## config.mk

```make
export PLATFORM = sky130hd
export DESIGN_NAME = lcd_hd44780_driver
export DESIGN_NICKNAME = d
export VERILOG_FILES = /design/src/rtl/lcd_pkg.sv /design/src/rtl/lcd_byte_writer.sv /design/src/rtl/lcd_hd44780_driver.sv
export SDC_FILE = /design/constraint.sdc
export NUM_CORES = 1
export LEC_CHECK = 0
export CAP_MARGIN = 0
export CORE_MARGIN = 8
export CORE_UTILIZATION = 40
export CTS_CLUSTER_SIZE = 25
export DETAILED_ROUTE_END_ITERATION = 8
export PLACE_DENSITY_LB_ADDON = 0.1
export SLEW_MARGIN = 25
export SYNTH_ARGS = -nofsm -noshare
export SYNTH_HDL_FRONTEND = slang
export SYNTH_HIERARCHICAL = 1
export SYNTH_SLANG_ARGS = --single-unit
```

## constraint.sdc

```tcl
create_clock -name clk -period 6.6 [get_ports clk]
set_clock_uncertainty 0.1 [all_clocks]
set_input_delay 1.32 -clock clk [delete_from_list [all_inputs] [get_ports clk]]
set_output_delay 1.32 -clock clk [all_outputs]
set_load 0.005 [all_outputs]
```

## src/rtl/lcd_pkg.sv

```systemverilog
// Shared constants for the HD44780 driver: command bytes, sequencer states
// and small helpers for picking init commands and line characters.
package lcd_pkg;

  localparam logic [7:0] CMD_FUNC_SET = 8'h38;
  localparam logic [7:0] CMD_DISP_ON  = 8'h0C;
  localparam logic [7:0] CMD_CLEAR    = 8'h01;
  localparam logic [7:0] CMD_ENTRY    = 8'h06;
  localparam logic [7:0] CMD_LINE1    = 8'h80;
  localparam logic [7:0] CMD_LINE2    = 8'hC0;

  typedef logic [2:0] state_t;
  localparam state_t ST_POWERUP = 3'd0;
  localparam state_t ST_INIT    = 3'd1;
  localparam state_t ST_ADDR1   = 3'd2;
  localparam state_t ST_LINE1   = 3'd3;
  localparam state_t ST_ADDR2   = 3'd4;
  localparam state_t ST_LINE2   = 3'd5;

  function automatic logic [7:0] init_cmd(input logic [1:0] idx);
    logic [7:0] cmd;
    case (idx)
      2'd0:    cmd = CMD_FUNC_SET;
      2'd1:    cmd = CMD_DISP_ON;
      2'd2:    cmd = CMD_CLEAR;
      2'd3:    cmd = CMD_ENTRY;
      default: cmd = CMD_FUNC_SET;
    endcase
    return cmd;
  endfunction

  // Column 0 sits in the top byte, so the byte base is 8 * (15 - col) = {~col, 000}.
  function automatic logic [7:0] line_char(input logic [127:0] line, input logic [3:0] col);
    logic [6:0] base;
    base = {~col, 3'b000};
    return line[base +: 8];
  endfunction

endpackage

```

## src/rtl/lcd_byte_writer.sv

```systemverilog
// Single-byte HD44780 write: latch RS/data, hold setup, pulse EN, then wait
// for the controller to execute; done marks the last wait cycle.
module lcd_byte_writer
  import lcd_pkg::*;
#(
  parameter int unsigned SETUP_CYC = 5,
  parameter int unsigned EN_CYC    = 25,
  parameter int unsigned WAIT_CYC  = 2_500,
  parameter int unsigned CLEAR_CYC = 100_000
) (
  input  logic       clk,
  input  logic       rst_n,
  input  logic       start_i,
  input  logic       rs_i,
  input  logic [7:0] byte_i,
  input  logic       long_wait_i,
  output logic       done_o,
  output logic       lcd_en_o,
  output logic       lcd_rs_o,
  output logic [7:0] lcd_data_o
);

  localparam logic [1:0] PH_IDLE  = 2'd0;
  localparam logic [1:0] PH_SETUP = 2'd1;
  localparam logic [1:0] PH_EN    = 2'd2;
  localparam logic [1:0] PH_WAIT  = 2'd3;

  logic [1:0]  phase_q, phase_d;
  logic [31:0] cnt_q, cnt_d;
  logic        en_q, en_d;
  logic        rs_q, rs_d;
  logic [7:0]  data_q, data_d;
  logic        long_q, long_d;
  logic [31:0] wait_lim_s;
  logic        done_s;

  assign wait_lim_s = long_q ? 32'(CLEAR_CYC) : 32'(WAIT_CYC);
  assign done_s     = (phase_q == PH_WAIT) && (cnt_q == wait_lim_s - 32'd1);

  // Phase sequencing and bus latching
  always_comb begin
    phase_d = phase_q;
    cnt_d   = cnt_q;
    en_d    = en_q;
    rs_d    = rs_q;
    data_d  = data_q;
    long_d  = long_q;
    case (phase_q)
      PH_IDLE: begin
        if (start_i) begin
          rs_d    = rs_i;
          data_d  = byte_i;
          long_d  = long_wait_i;
          phase_d = PH_SETUP;
          cnt_d   = 32'd0;
        end else begin
          cnt_d = 32'd0;
        end
      end
      PH_SETUP: begin
        if (cnt_q == 32'(SETUP_CYC) - 32'd1) begin
          phase_d = PH_EN;
          cnt_d   = 32'd0;
          en_d    = 1'b1;
        end else begin
          cnt_d = cnt_q + 32'd1;
        end
      end
      PH_EN: begin
        if (cnt_q == 32'(EN_CYC) - 32'd1) begin
          phase_d = PH_WAIT;
          cnt_d   = 32'd0;
          en_d    = 1'b0;
        end else begin
          cnt_d = cnt_q + 32'd1;
        end
      end
      PH_WAIT: begin
        if (done_s) begin
          phase_d = PH_IDLE;
          cnt_d   = 32'd0;
        end else begin
          cnt_d = cnt_q + 32'd1;
        end
      end
      default: begin
        phase_d = PH_IDLE;
        cnt_d   = 32'd0;
        en_d    = 1'b0;
      end
    endcase
  end

  // State registers; EN drops the moment reset asserts
  always_ff @(posedge clk or negedge rst_n) begin
    if (!rst_n) begin
      phase_q <= PH_IDLE;
      cnt_q   <= 32'd0;
      en_q    <= 1'b0;
      rs_q    <= 1'b0;
      data_q  <= 8'h00;
      long_q  <= 1'b0;
    end else begin
      phase_q <= phase_d;
      cnt_q   <= cnt_d;
      en_q    <= en_d;
      rs_q    <= rs_d;
      data_q  <= data_d;
      long_q  <= long_d;
    end
  end

  assign done_o     = done_s;
  assign lcd_en_o   = en_q;
  assign lcd_rs_o   = rs_q;
  assign lcd_data_o = data_q;

endmodule

```

## src/rtl/lcd_hd44780_driver.sv

```systemverilog
// HD44780 8-bit driver: one-time power-up/init, then endless refresh of two
// 16-character lines from a per-frame snapshot of L1/L2.
module lcd_hd44780_driver
  import lcd_pkg::*;
#(
  parameter int unsigned POWERUP_CYC = 1_000_000,
  parameter int unsigned SETUP_CYC   = 5,
  parameter int unsigned EN_CYC      = 25,
  parameter int unsigned WAIT_CYC    = 2_500,
  parameter int unsigned CLEAR_CYC   = 100_000
) (
  input  logic         clk,
  input  logic         rst_n,
  input  logic [127:0] L1,
  input  logic [127:0] L2,
  output logic         lcd_rs,
  output logic         lcd_rw,
  output logic         lcd_en,
  output logic [7:0]   lcd_data,
  output logic         init_done,
  output logic         frame_done
);

  state_t         state_q, state_d;
  logic [31:0]    pwr_cnt_q, pwr_cnt_d;
  logic [1:0]     init_idx_q, init_idx_d;
  logic [3:0]     col_q, col_d;
  logic [127:0]   snap1_q, snap1_d;
  logic [127:0]   snap2_q, snap2_d;
  logic           start_q, start_d;
  logic           init_done_q, init_done_d;

  logic           done_s;
  logic           rs_s;
  logic           long_s;
  logic [7:0]     byte_s;

  // Byte selection for the current sequencer step
  always_comb begin
    rs_s   = 1'b0;
    long_s = 1'b0;
    byte_s = 8'h00;
    case (state_q)
      ST_INIT: begin
        byte_s = init_cmd(init_idx_q);
        long_s = (init_idx_q == 2'd2);
      end
      ST_ADDR1: byte_s = CMD_LINE1;
      ST_LINE1: begin
        rs_s   = 1'b1;
        byte_s = line_char(snap1_q, col_q);
      end
      ST_ADDR2: byte_s = CMD_LINE2;
      ST_LINE2: begin
        rs_s   = 1'b1;
        byte_s = line_char(snap2_q, col_q);
      end
      default: byte_s = 8'h00;
    endcase
  end

  // Sequencer: start is a one-cycle pulse issued the cycle after each done
  always_comb begin
    state_d     = state_q;
    pwr_cnt_d   = pwr_cnt_q;
    init_idx_d  = init_idx_q;
    col_d       = col_q;
    snap1_d     = snap1_q;
    snap2_d     = snap2_q;
    start_d     = 1'b0;
    init_done_d = init_done_q;
    case (state_q)
      ST_POWERUP: begin
        if (pwr_cnt_q == 32'(POWERUP_CYC) - 32'd1) begin
          state_d   = ST_INIT;
          pwr_cnt_d = 32'd0;
          start_d   = 1'b1;
        end else begin
          pwr_cnt_d = pwr_cnt_q + 32'd1;
        end
      end
      ST_INIT: begin
        if (done_s) begin
          start_d = 1'b1;
          if (init_idx_q == 2'd3) begin
            state_d     = ST_ADDR1;
            init_idx_d  = 2'd0;
            init_done_d = 1'b1;
          end else begin
            init_idx_d = init_idx_q + 2'd1;
          end
        end else begin
          init_idx_d = init_idx_q;
        end
      end
      ST_ADDR1: begin
        // Snapshot once per frame so mid-frame edits never tear the display
        if (start_q) begin
          snap1_d = L1;
          snap2_d = L2;
        end else begin
          snap1_d = snap1_q;
        end
        if (done_s) begin
          state_d = ST_LINE1;
          col_d   = 4'd0;
          start_d = 1'b1;
        end else begin
          col_d = col_q;
        end
      end
      ST_LINE1: begin
        if (done_s) begin
          col_d   = col_q + 4'd1;
          start_d = 1'b1;
          if (col_q == 4'd15) begin
            state_d = ST_ADDR2;
          end else begin
            state_d = ST_LINE1;
          end
        end else begin
          col_d = col_q;
        end
      end
      ST_ADDR2: begin
        if (done_s) begin
          state_d = ST_LINE2;
          start_d = 1'b1;
        end else begin
          state_d = ST_ADDR2;
        end
      end
      ST_LINE2: begin
        if (done_s) begin
          col_d   = col_q + 4'd1;
          start_d = 1'b1;
          if (col_q == 4'd15) begin
            state_d = ST_ADDR1;
          end else begin
            state_d = ST_LINE2;
          end
        end else begin
          col_d = col_q;
        end
      end
      default: state_d = ST_POWERUP;
    endcase
  end

  // Sequencer registers
  always_ff @(posedge clk or negedge rst_n) begin
    if (!rst_n) begin
      state_q     <= ST_POWERUP;
      pwr_cnt_q   <= 32'd0;
      init_idx_q  <= 2'd0;
      col_q       <= 4'd0;
      snap1_q     <= 128'd0;
      snap2_q     <= 128'd0;
      start_q     <= 1'b0;
      init_done_q <= 1'b0;
    end else begin
      state_q     <= state_d;
      pwr_cnt_q   <= pwr_cnt_d;
      init_idx_q  <= init_idx_d;
      col_q       <= col_d;
      snap1_q     <= snap1_d;
      snap2_q     <= snap2_d;
      start_q     <= start_d;
      init_done_q <= init_done_d;
    end
  end

  lcd_byte_writer #(
    .SETUP_CYC (SETUP_CYC),
    .EN_CYC    (EN_CYC),
    .WAIT_CYC  (WAIT_CYC),
    .CLEAR_CYC (CLEAR_CYC)
  ) u_writer (
    .clk         (clk),
    .rst_n       (rst_n),
    .start_i     (start_q),
    .rs_i        (rs_s),
    .byte_i      (byte_s),
    .long_wait_i (long_s),
    .done_o      (done_s),
    .lcd_en_o    (lcd_en),
    .lcd_rs_o    (lcd_rs),
    .lcd_data_o  (lcd_data)
  );

  // Decoded from registers so the pulse lands exactly on the last character's done
  assign frame_done = done_s && (state_q == ST_LINE2) && (col_q == 4'd15);
  assign init_done  = init_done_q;
  assign lcd_rw     = 1'b0;

endmodule

```

==> impl_metrics.env <==
export IMPL_maxSlewViolCount=0
export IMPL_place_congestion=0.864
export IMPL_fin_crit_ps=5060
export IMPL_worstSetupEndpointType="output port"
export IMPL_path_max_fanout=13
export IMPL_final_setup_tns_ps=0
export IMPL_ff2ff_setup_slack_ps=2710
export IMPL_max_freq_ghz=0.197
export IMPL_vias_per_cell=5.43
export IMPL_synth_edf_count=0
export IMPL_synth_ff_type="dfrtp_1"
export IMPL_drt_iter0_markers=816
export IMPL_synthMostInstantiatedCell="dfrtp_1"
export IMPL_synth_commonest_cells="344 x dfrtp_1, 270 x mux2_2, 69 x nand2_1"
export IMPL_worstMarginPinSlew_ps=971
export IMPL_power_density_nw_per_um2=215
export IMPL_status="completed"
export IMPL_cts_buffers_inserted=41
export IMPL_hold_worst_slack_ps=371
export IMPL_synth_area_leader_cell="dfrtp_1"
export IMPL_clkTransAtPathRegs_ps=60
export IMPL_root_buffer="clkbuf_16"
export IMPL_crit_path_cell_trace="or4b_4 -> a211oi_2 -> o2111ai_2 -> nor2_1 -> and3_1 -> clkdlybuf4s50_1"
export IMPL_r2r_start="state_q[0]"
export IMPL_grt_antenna_before_repair=12
export IMPL_postCtsSetupBuffers=0
export IMPL_clock_latency_ps=560
export IMPL_grt_max_degree=158
export IMPL_grt_pass1_wl_um=71700
export IMPL_hold_path_startpoint="pwr_cnt_q[31]"
export IMPL_leakage_uw=0.00944
export IMPL_hold_path_cell_count=1
export IMPL_hold_buffers=0
export IMPL_synth_seq_cells=344
export IMPL_start_util_pct=40.4
export IMPL_area_delta_synth_final_pct=26.7
export IMPL_antenna_left=0
export IMPL_relSlewSlack_pct=35.2
export IMPL_max_stage_delay_ps=670
export IMPL_core_um2=40700
export IMPL_cap_violations=0
export IMPL_ioPinCount=271
export IMPL_die_area_um2=47900
export IMPL_wl_met3_um=3410
export IMPL_clock_sinks=344
export IMPL_die_h_um=219
export IMPL_place_hpwl_um=33000
export IMPL_cts_tree="yes"
export IMPL_cts_max_level=2
export IMPL_crit_family="simple AND/OR/NAND/NOR gates"
export IMPL_grt_pass1_vias=11800
export IMPL_cp_start_kind="flop"
export IMPL_finalSetupViolations=0
export IMPL_rsz0062_at_grt="false"
export IMPL_reg2reg_to="u_writer/lcd_data_o[7]"
export IMPL_yosysWarnings=6
export IMPL_synth_nets=1536
export IMPL_wirelength_um=46600
export IMPL_ir_worst_vdd_v=0.000157
export IMPL_gr_usage_all_layers_pct=19.5
export IMPL_portBuffers=269
export IMPL_timing_reg2reg_worst_path_depth=8
export IMPL_cpMaxStageDelayCell="nor2_1"
export IMPL_syn_instance_count=1263
export IMPL_async_reset_ff_share_pct=100
export IMPL_cp_data_arrival_time_ps=3640
export IMPL_synth_area_leaders="dfrtp_1 52%, mux2_2 18%, mux4_2 5.5%"
export IMPL_dr_wl_met2_um=22400
export IMPL_min_to="pwr_cnt_q[31]"
export IMPL_met1_length_um=19700
export IMPL_routed_top_layer="met5"
export IMPL_path_class="flop to output port"
export IMPL_final_nets=1782
export IMPL_fin_crit_sh_pct=76.7
export IMPL_filler_cell_count=3618
export IMPL_yosysSeqAreaShare_pct=52.3
export IMPL_ys_types=75
export IMPL_firstDrtPassIters=5
export IMPL_cts_resized=0
export IMPL_finalWorstSetupSlack_ps=1540
export IMPL_worstHoldPathType="flop to flop"
export IMPL_totalPowerFinal_uw=4480
export IMPL_row_count=74
export IMPL_layout_drive_gt1_share_pct=27.1
export IMPL_cts_buffer_depth=3
export IMPL_drc=0
export IMPL_wire_per_inst_um=22.4
export IMPL_synth_top_area_share_pct=52.3
export IMPL_avgSynthCellArea_um2=13.0
export IMPL_cp_data_required_time_ps=5180
export IMPL_die_x_um=219
export IMPL_dpl_worst_slack_ps=2130
export IMPL_vias=11300
export IMPL_gr_total_overflow=0
export IMPL_final_hold_viol_count=0
export IMPL_syn_area_um2=16500
export IMPL_path_buf_inv=1
-- stage by stage --
step                util, %  instances  cell area, µm²
global placement       48.0       1998           19600
floorplan                 -       1263           16500
finish                 51.2       2075           20800
global route           51.2       2073           20800
detailed placement     48.0       1998           19600
CTS                    51.1       2073           20800
-- sequential cells by signal, indices dropped and copies added, names as in the netlist --
signal / cells
u_writer/lcd_data_o: 8
start_q: 1
u_writer/lcd_en_o: 1
init_idx_q: 2
state_q: 3
snap1_q: 128
pwr_cnt_q: 32
init_done: 1
u_writer/cnt_q: 32
col_q: 4
u_writer/lcd_rs_o: 1
u_writer/phase_q: 2
snap2_q: 128
u_writer/long_q: 1
-- how the worst max path moves through the flow --
stage                            from          to  slack [ps]  depth (start not counted)
floorplan           u_writer/cnt_q[2]  frame_done        3050                          7
global placement    u_writer/cnt_q[2]  frame_done        2300                          6
detailed placement  u_writer/cnt_q[2]  frame_done        2130                          6
CTS                 u_writer/cnt_q[2]  frame_done        1530                          6
global route        u_writer/cnt_q[2]  frame_done        1370                          6
finish              u_writer/cnt_q[2]  frame_done        1540                          6
-- cells in the final DEF, fill, tap and decap left out, drive strengths merged, types with 7 or more instances in the layout --
cell / n
inv: 19
a31oi: 12
nand2b: 7
nor3: 44
o22ai: 11
dfrtp: 344
a21oi: 10
nand2: 69
xnor2: 26
nand4: 21
buf: 13
mux2: 271
xor2: 31
ha: 15
a311oi: 7
clkdlybuf4s50: 268
clkbuf: 68
nor2: 46
and2: 9
mux4: 41
nand3: 44
and3: 20
nor4: 13
o21ai: 21
a211oi: 9
mux2i: 30
-- area by class of cell --
class | instances | area [µm²] | area share (%)
Antenna cell | 2 | 5.00 | 0.0240
Clock buffer | 68 | 1230 | 5.90
Sequential cell | 344 | 8610 | 41.3
Tap cell | 532 | 666 | 3.19
Timing Repair Buffer | 281 | 2830 | 13.6
Inverter | 17 | 63.8 | 0.306
Clock inverter | 7 | 42.5 | 0.204
Multi-Input combinational cell | 824 | 7400 | 35.5
-- power by group --
part	leakage, µW	internal, µW	switching (µW)
registers	0.00479	2110	0
logic	0.00402	136	73.4
clock network	0.000624	1270	888
-- cell families (layout without fill, tap and decap cells) --
family / Yosys count / in the layout / synth area share [%]
DFF: 344 / 344 / 52.3
AOI/OAI and AO/OA: 107 / 107 / 4.72
buffers and inverters: 95 / 373 / 2.81
and+or+nand+nor: 302 / 302 / 9.97
muxes: 342 / 342 / 26.0
adders and majority gates: 15 / 15 / 1.14
xor gates and xnor gates: 57 / 57 / 3.03
other: 1 / 3 / 0.0228
-- metal layers --
layer | track usage [%] | vias up
met5 | 0 | -
met2 | 30.8 | 305
met3 | 5.89 | 79
met1 | 25.6 | 5735
li1 | - | 5132
met4 | 5.67 | 20
No activity file was read; power rests on OpenSTA's default activity.
